==> config.mk <==
export PLATFORM = sky130hd
export DESIGN_NAME = bcd_multidigit_counter
export DESIGN_NICKNAME = d
export VERILOG_FILES = /design/src/rtl/bcd_multidigit_counter.sv
export SDC_FILE = /design/constraint.sdc
export NUM_CORES = 1
export LEC_CHECK = 0
export CAP_MARGIN = 10
export CORE_MARGIN = 2
export CORE_UTILIZATION = 47
export CTS_CLUSTER_DIAMETER = 60
export DETAILED_ROUTE_END_ITERATION = 10
export DONT_BUFFER_PORTS = 1
export PLACE_DENSITY = 0.61
export SETUP_SLACK_MARGIN = 0.5
export SLEW_MARGIN = 20
export SYNTH_ARGS = -nofsm -noshare
export SYNTH_HDL_FRONTEND = slang
export SYNTH_SLANG_ARGS = --single-unit
export TNS_END_PERCENT = 30
==> constraint.sdc <==
create_clock -name clk -period 2.15 [get_ports clk]
set_clock_uncertainty 0.15 [all_clocks]
set_input_delay 0.215 -clock clk [delete_from_list [all_inputs] [get_ports clk]]
set_output_delay 0.215 -clock clk [all_outputs]
set_load 0.005 [all_outputs]
==> src/rtl/bcd_multidigit_counter.sv <==
`default_nettype none
// +----------------------------------------------------------------------------+
// | Module      : bcd_multidigit_counter                                       |
// | Description : Parametrised N-digit BCD up/down counter with enable,        |
// |               validated synchronous load, terminal count, wrap pulse,      |
// |               load-error pulse and sticky overflow flag.                   |
// |               Optional macro BCD_CNT_SATURATE_EN: boundary steps saturate  |
// |               instead of wrapping (wrap/overflow still report them).       |
// | Revision    : 1.0 - initial release                                        |
// +----------------------------------------------------------------------------+
module bcd_multidigit_counter #(
    parameter int                  DIGITS     = 4,
    parameter logic [4*DIGITS-1:0] INIT_VALUE = '0
) (
    input  logic                  clk,
    input  logic                  reset,
    input  logic                  en,
    input  logic                  up_down,
    input  logic                  load,
    input  logic [4*DIGITS-1:0]   load_value,
    input  logic                  clear_flag,
    output logic [4*DIGITS-1:0]   count,
    output logic                  tc,
    output logic                  wrap,
    output logic                  load_err,
    output logic                  overflow
);

`ifdef BCD_CNT_SATURATE_EN
    localparam logic c_saturate = 1'b1;
`else
    localparam logic c_saturate = 1'b0;
`endif

    logic [4*DIGITS-1:0] r_count;
    logic                r_wrap;
    logic                r_load_err;
    logic                r_overflow;

    logic [DIGITS-1:0]   w_is9;
    logic [DIGITS-1:0]   w_is0;
    logic [DIGITS-1:0]   w_nib_ok;
    logic                w_load_ok;
    logic                w_boundary;
    logic [4*DIGITS-1:0] w_count_step;
    logic [4*DIGITS-1:0] w_count_next;
    logic                w_carry;
    logic [3:0]          w_dig;

    // Per-digit status flags for the current count and the load data.
    generate
        for (genvar gi = 0; gi < DIGITS; gi++) begin : g_digit
            assign w_is9[gi]    = (r_count[4*gi +: 4] == 4'd9);
            assign w_is0[gi]    = (r_count[4*gi +: 4] == 4'd0);
            assign w_nib_ok[gi] = (load_value[4*gi +: 4] <= 4'd9);
        end
    endgenerate

    assign w_load_ok  = &w_nib_ok;
    assign w_boundary = up_down ? (&w_is9) : (&w_is0);
    assign tc         = en & w_boundary;

    // Ripple the carry/borrow through the digits: a digit steps only when all
    // lower digits sit at their rollover value (9 going up, 0 going down).
    always_comb begin
        w_count_step = r_count;
        w_carry      = 1'b1;
        w_dig        = 4'd0;
        for (int i = 0; i < DIGITS; i++) begin
            w_dig = r_count[4*i +: 4];
            if (w_carry) begin
                if (up_down) begin
                    w_count_step[4*i +: 4] = (w_dig >= 4'd9) ? 4'd0 : w_dig + 4'd1;
                end else begin
                    w_count_step[4*i +: 4] = (w_dig == 4'd0) ? 4'd9 : w_dig - 4'd1;
                end
            end
            w_carry = w_carry & (up_down ? (w_dig == 4'd9) : (w_dig == 4'd0));
        end
    end

    // In saturating builds a boundary step is blocked and the count holds.
    assign w_count_next = (c_saturate && w_boundary) ? r_count : w_count_step;

    // State update: load has priority over counting; pulses default low.
    always_ff @(posedge clk or posedge reset) begin
        if (reset) begin
            r_count    <= INIT_VALUE;
            r_wrap     <= 1'b0;
            r_load_err <= 1'b0;
            r_overflow <= 1'b0;
        end else begin
            r_wrap     <= 1'b0;
            r_load_err <= 1'b0;
            if (load) begin
                if (w_load_ok) begin
                    r_count <= load_value;
                end else begin
                    r_load_err <= 1'b1;
                end
            end else if (en) begin
                r_count <= w_count_next;
                r_wrap  <= w_boundary;
            end
            // Set beats clear when both happen in the same cycle.
            if (!load && en && w_boundary) begin
                r_overflow <= 1'b1;
            end else if (clear_flag) begin
                r_overflow <= 1'b0;
            end
        end
    end

    assign count    = r_count;
    assign wrap     = r_wrap;
    assign load_err = r_load_err;
    assign overflow = r_overflow;

endmodule
`default_nettype wire
==> out/qor.yml, run 1 <==
status:
  status: "finished with violations"
  violations: "setup timing"
setup_path:
  crit_path_start_kind: "flip-flop"
  path_class: "flip-flop to primary output"
  r2r-start: "count[13]"
  worstPathRequired_ns: 1.78
  cp-end-kind: "primary output"
  r2r_slack_ns: -0.01
  worstPathArrival_ns: 1.85
  cp_max_fo: 2
  reg2reg_to: "count[14]"
  reg2reg_depth: 8
timing:
  fin_ws_ns: -0.0606
  fmax_mhz: 452
  period_needed_ns: 2.21
  max_slew_margin: 0.472
  fin_crit_sh: 1.03
  rsz0062_at_grt: "yes"
  finalMaxSlewViolations: 0
  setup_viol: 2
  worst-slew-pin-transition_ns: 0.792
  hold_violations: 0
  hold_ws_ns: 0.00531
clocking:
  cts_tree: "done"
  cts_made_buffers: 3
  cts_max_level: 1
  insertion_delay_ns: 0.26
  clkTransAtPathRegs_ns: 0.07
  ctsRootBufferMaster: "clkbuf_8"
  clockBufferDepth: 2
  clock-sinks: 19
synthesis:
  synth_fp_nets: 268
  yosysTopAreaCellShare: 0.254
  synth_flop_cell: "dfrtp_1"
  avgSynthCellArea_um2: 8.11
  synthArstFlopShare: 1.00
  ys_top_cells_by_area: "dfrtp_1, ha_1, o21ai_0"
  yosys-top-cells-count: "o21ai_0, nor2_1, dfrtp_1"
  synth_edf_count: 0
  synth_cell_type_count: 60
  synth-seq-area-share: 0.254
  post-synth-top-count-cell: "o21ai_0"
  synth-seq-cells: 19
  yosysWarnings: 0
  yosys.area.top_type: "dfrtp_1"
  synth_cells: 231
  syn_area_um2: 1870
global_route:
  use_met3: 0.0517
  antenna_found_initial: 0
  grt.met2_usage: 0.473
  grtUsageTotal: 0.263
  grtUsageMet1: 0.324
  grt_overflow: 0
  grt_pass1_vias: 1892
  grt_pass1_wl_mm: 9.14
  grt_max_degree: 37
  top_usage_layer: "met2"
pwr:
  power_switching_uw: 1310
  p_seq_frac: 0.237
  ir_drop_v: 0.000623
  power_density_nw_per_um2: 1180
  p_int_uw: 1550
  power.total_uw: 2860
  swShare: 0.458
  p_leak_uw: 0.000981
  combPwrFrac: 0.671
  p_clk_frac: 0.092
routing:
  drtAntennaViolNets: 0
  drc: 0
  num_vias: 1908
  drt_iter0_markers: 125
  viasPerCell: 6.38
  wl_mm: 5.58
  wl_per_cell_um: 18.7
  drt-pass1-iter-count: 4
worst_hold_path:
  whs_path_depth: 2
  min_from: "load_value[5]"
  hold_path.class: "input port to flip-flop"
  hold-path-endpoint: "count[5]"
placed_design:
  dp_cells: 283
  port_buffers: 0
  dp.final_hpwl_mm: 3.91
  gp_congestion: 0.906
die:
  fp.dieArea_um2: 4510
  initial_core_util: 0.501
  coreArea_um2: 3740
  die_y_um: 67.2
  die_w_um: 67.2
  io_pins: 42
  rows: 22
cells_and_area:
  syn_to_final_growth_pct: 29.2
  nets: 289
  finalNonFillerCells: 299
  antennaDiodeCount: 0
  drive_above_1_share: 0.355
flow_run:
  maxCapViolCount: 0
==> critical path: stages (launching register included) <==
cell	delay [ns]
dfrtp_1	0.39
inv_2	0.08
ha_4	0.13
nand4_1	0.09
or4_4	0.52
a21oi_4	0.18
and3b_1	0.19
==> worst max-delay path by stage <==
stage               startpoint        end  slack [ns]
floorplan             count[1]   count[3]        0.12
global placement      count[1]   count[3]        0.05
detailed placement   count[12]  count[13]        0.03
CTS                  count[12]         tc       -0.02
global route         count[13]  count[13]       -0.13
finish               count[13]         tc       -0.06
==> per-stage QoR <==
step	TNS (ns)	util	cell area (um^2)	worst slack, ns
floorplan	0	-	1910	0.120
global placement	0	0.544	2040	0.0502
detailed placement	0	0.544	2040	0.0337
CTS	-0.0158	0.626	2340	-0.0158
finish	-0.0705	0.647	2420	-0.0606
global route	-0.465	0.647	2420	-0.130
==> timing repair <==
| action | CTS | global route |
|---|---|---|
| endpoints found under the hold margin | 22 | 0 |
| gates resized for setup | 53 | 16 |
| setup endpoints to repair | 19 | 19 |
| hold buffers | 4 | 0 |
| pin swaps | 23 | 9 |
| buffers inserted | 5 | 3 |
==> power by group through the flow <==
stage	Sequential, uW	Combinational, uW	Clock (uW)
global placement	640	1480	0
CTS	668	1810	265
finish	679	1920	263
detailed placement	640	1540	0
floorplan	650	1070	0
global route	702	2130	280
==> sequential cells by signal, indices dropped and copies added, names as in the netlist <==
name and flops:
count 16, wrap 1, load_err 1, overflow 1
==> area by class of cell <==
type | instances | area (um^2)
Clock buffer | 3 | 41.3
Clock inverter | 1 | 5.00
Fill cell | 317 | 1320
Inverter | 19 | 73.8
Multi-Input combinational cell | 179 | 1510
Sequential cell | 19 | 482
Tap cell | 48 | 60.1
Timing Repair Buffer | 30 | 254
==> metal layers <==
| layer | part of all wire | wire, um |
|---|---|---|
| met1 | 0.40 | 2210 |
| met2 | 0.52 | 2890 |
| met3 | 0.068 | 379 |
| met4 | 0.017 | 97 |
| met5 | 0 | 0 |
==> cell families after synthesis <==
kind of cell	Yosys count	synth area share
XOR/XNOR	4	0.0187
buffers and inverters	33	0.0734
AND/OR/NAND/NOR	76	0.235
AO/OA/AOI/OAI	76	0.267
flip-flops	19	0.254
adder cells (fa/ha/maj)	15	0.100
multiplexers	8	0.0521
==> cell usage in the layout, fill, tap and decap left out, types with 3 or more instances in the layout <==
| cell | n |
|---|---|
| nand2b_1 | 6 |
| nor2b_1 | 3 |
| o21ai_1 | 9 |
| a21oi_2 | 7 |
| nor3b_1 | 4 |
| o211ai_1 | 3 |
| buf_4 | 21 |
| nand2_1 | 10 |
| clkbuf_8 | 3 |
| or3b_4 | 4 |
| dfrtp_1 | 14 |
| o31ai_1 | 4 |
| o21ai_0 | 11 |
| xnor2_1 | 3 |
| inv_1 | 10 |
| inv_2 | 7 |
| nor3_1 | 3 |
| ha_1 | 4 |
| buf_6 | 5 |
| ha_2 | 3 |
| dfrtp_2 | 5 |
| a21oi_1 | 10 |
| nand4_1 | 3 |
| a311oi_1 | 3 |
| mux2i_1 | 3 |
| nor2_1 | 18 |
| nand3_1 | 5 |
| dlygate4sd3_1 | 4 |
| ha_4 | 8 |
Note: power is estimated with default switching activity, not from simulation.
==> run 2: changes to the inputs <==
Settings changed: CTS_CLUSTER_SIZE from default to 8, REMOVE_ABC_BUFFERS from default to 1.
==> out/qor.yml, run 2 (same netlist as run 1, synthesis figures left out) <==
cells_and_area:
  layout_common_cells: "buf_4, nor2_1, dfrtp_1"
  antennaDiodeCount: 0
  stdcell_area_um2: 2450
  nets: 299
  fillers: 319
  largest_reg_flops: 16
  final_common_cell: "buf_4"
  finalNonFillerCells: 309
  drive_above_1_share: 0.318
  syn_to_final_growth_pct: 30.7
die:
  fp.dieArea_um2: 4510
  coreArea_um2: 3740
  die_w_um: 67.2
  rows: 22
  io_pins: 42
  die_y_um: 67.2
  initial_core_util: 0.501
routing:
  wl_per_cell_um: 17.9
  drt_iter0_markers: 93
  drt-pass1-iter-count: 4
  drtAntennaViolNets: 0
  wl_mm: 5.54
  num_vias: 1916
  viasPerCell: 6.20
  drc: 0
timing:
  fin_ws_ns: -0.0535
  rsz0062_at_grt: "yes"
  hold_violations: 0
  max_slew_margin: 0.481
  period_needed_ns: 2.20
  worst-slew-pin-transition_ns: 0.778
  fmax_mhz: 454
  setup_viol: 2
  fin_crit_sh: 1.02
  finalMaxSlewViolations: 0
setup_path:
  reg2reg_depth: 8
  cp-end-kind: "primary output"
  cp_max_fo: 3
  reg2reg_to: "count[14]"
  r2r-start: "count[13]"
  path_class: "flip-flop to primary output"
  worstPathRequired_ns: 1.78
  r2r_slack_ns: -0.01
  crit_path_start_kind: "flip-flop"
  worstPathArrival_ns: 1.84
placed_design:
  dp_cells: 285
  dp.final_hpwl_mm: 3.76
  place_area_um2: 2020
  port_buffers: 0
  gp_congestion: 0.853
pwr:
  p_leak_uw: 0.00103
  ir_drop_v: 0.000793
  power_density_nw_per_um2: 1200
worst_hold_path:
  whs_path_depth: 2
  hold_path.class: "input port to flip-flop"
  min_from: "load_value[13]"
  hold-path-endpoint: "count[13]"
status:
  violations: "setup timing"
  status: "finished with violations"
global_route:
  grtUsageTotal: 0.261
  grt_pass1_wl_mm: 8.98
  grt_overflow: 0
  antenna_found_initial: 0
  grt_max_degree: 37
  grt_pass1_vias: 1928
clocking:
  insertion_delay_ns: 0.26
  clockBufferDepth: 2
  clkTransAtPathRegs_ns: 0.07
  cts_made_buffers: 3
  ctsRootBufferMaster: "clkbuf_8"
  cts_tree: "done"
  cts_max_level: 1
  clock-sinks: 19
flow_run:
  maxCapViolCount: 0
==> run 2: changes by cell type in the layout (fill, tap and decap cells not counted), moves of 3 or more <==
cell / previous run / this run
buf_4: 21 / 28
dlygate4sd3_1: 4 / 8
inv_1: 10 / 13
dfrtp_2: 5 / 2
dfrtp_1: 14 / 17
==> run 2: report_power, final <==
group / internal, uW / total, uW / switching [uW]
clock network: 132 / 258 / 126
logic: 1020 / 2010 / 992
registers: 486 / 662 / 176
total: 1630 / 2930 / 1290
==> run 2: worst max-delay path, stage by stage (launching register included) <==
cell     delay (ns)
dfrtp_1        0.39
inv_2          0.09
ha_4           0.14
nand4_1        0.09
or4_4          0.49
a21oi_2        0.18
and3b_1        0.20
==> run 2: worst max path at each step <==
| stage | endpoint | startpoint | depth (start not counted) | slack [ns] |
|---|---|---|---|---|
| 2_1_floorplan | count[12] | count[4] | 7 | -0.06 |
| 3_3_place_gp | tc | count[8] | 5 | 0.09 |
| 3_5_place_dp | count[3] | count[0] | 6 | 0.04 |
| 4_1_cts | tc | count[13] | 6 | -0.03 |
| 5_1_grt | tc | count[5] | 7 | -0.15 |
| 6_report | tc | count[13] | 6 | -0.05 |
==> run 2: cell type report <==
class	count	area, um^2	area share
inverter	19	71.3	0.0291
clock buffer	4	45.0	0.0184
multi-input combinational	179	1460	0.596
sequential	19	478	0.195
tap	48	60.1	0.0245
timing repair buffer	40	335	0.137
==> run 2: per-stage QoR <==
| stage | TNS, ns | total power (uW) | setup WS (ns) | utilization | hold slack (ns) |
|---|---|---|---|---|---|
| after floorplan | -0.0754 | 1630 | -0.0592 | - | 0.0161 |
| after global placement | 0 | 2090 | 0.0861 | 0.539 | 0.143 |
| after detailed placement | 0 | 2140 | 0.0356 | 0.539 | 0.140 |
| after CTS | -0.0261 | 2750 | -0.0261 | 0.632 | 0.00136 |
| after global routing | -0.559 | 3170 | -0.152 | 0.654 | 0.00264 |
| final | -0.0662 | 2930 | -0.0535 | 0.654 | 0.000139 |
==> run 2: routing by layer <==
layer,GRT usage,wire [um]
met1,0.313,2250
met2,0.453,2830
met4,0.107,123
met5,0,0
met3,0.0533,336
==> run 2: timing repair <==
| item | 4_1_cts | 5_1_grt |
|---|---|---|
| endpoints found under the hold margin | 25 | 1 |
| hold buffers | 7 | 1 |
| pin swaps | 23 | 12 |
| gates resized for setup | 56 | 9 |
| endpoints found under the setup margin | 19 | 19 |
| setup buffers | 6 | 6 |
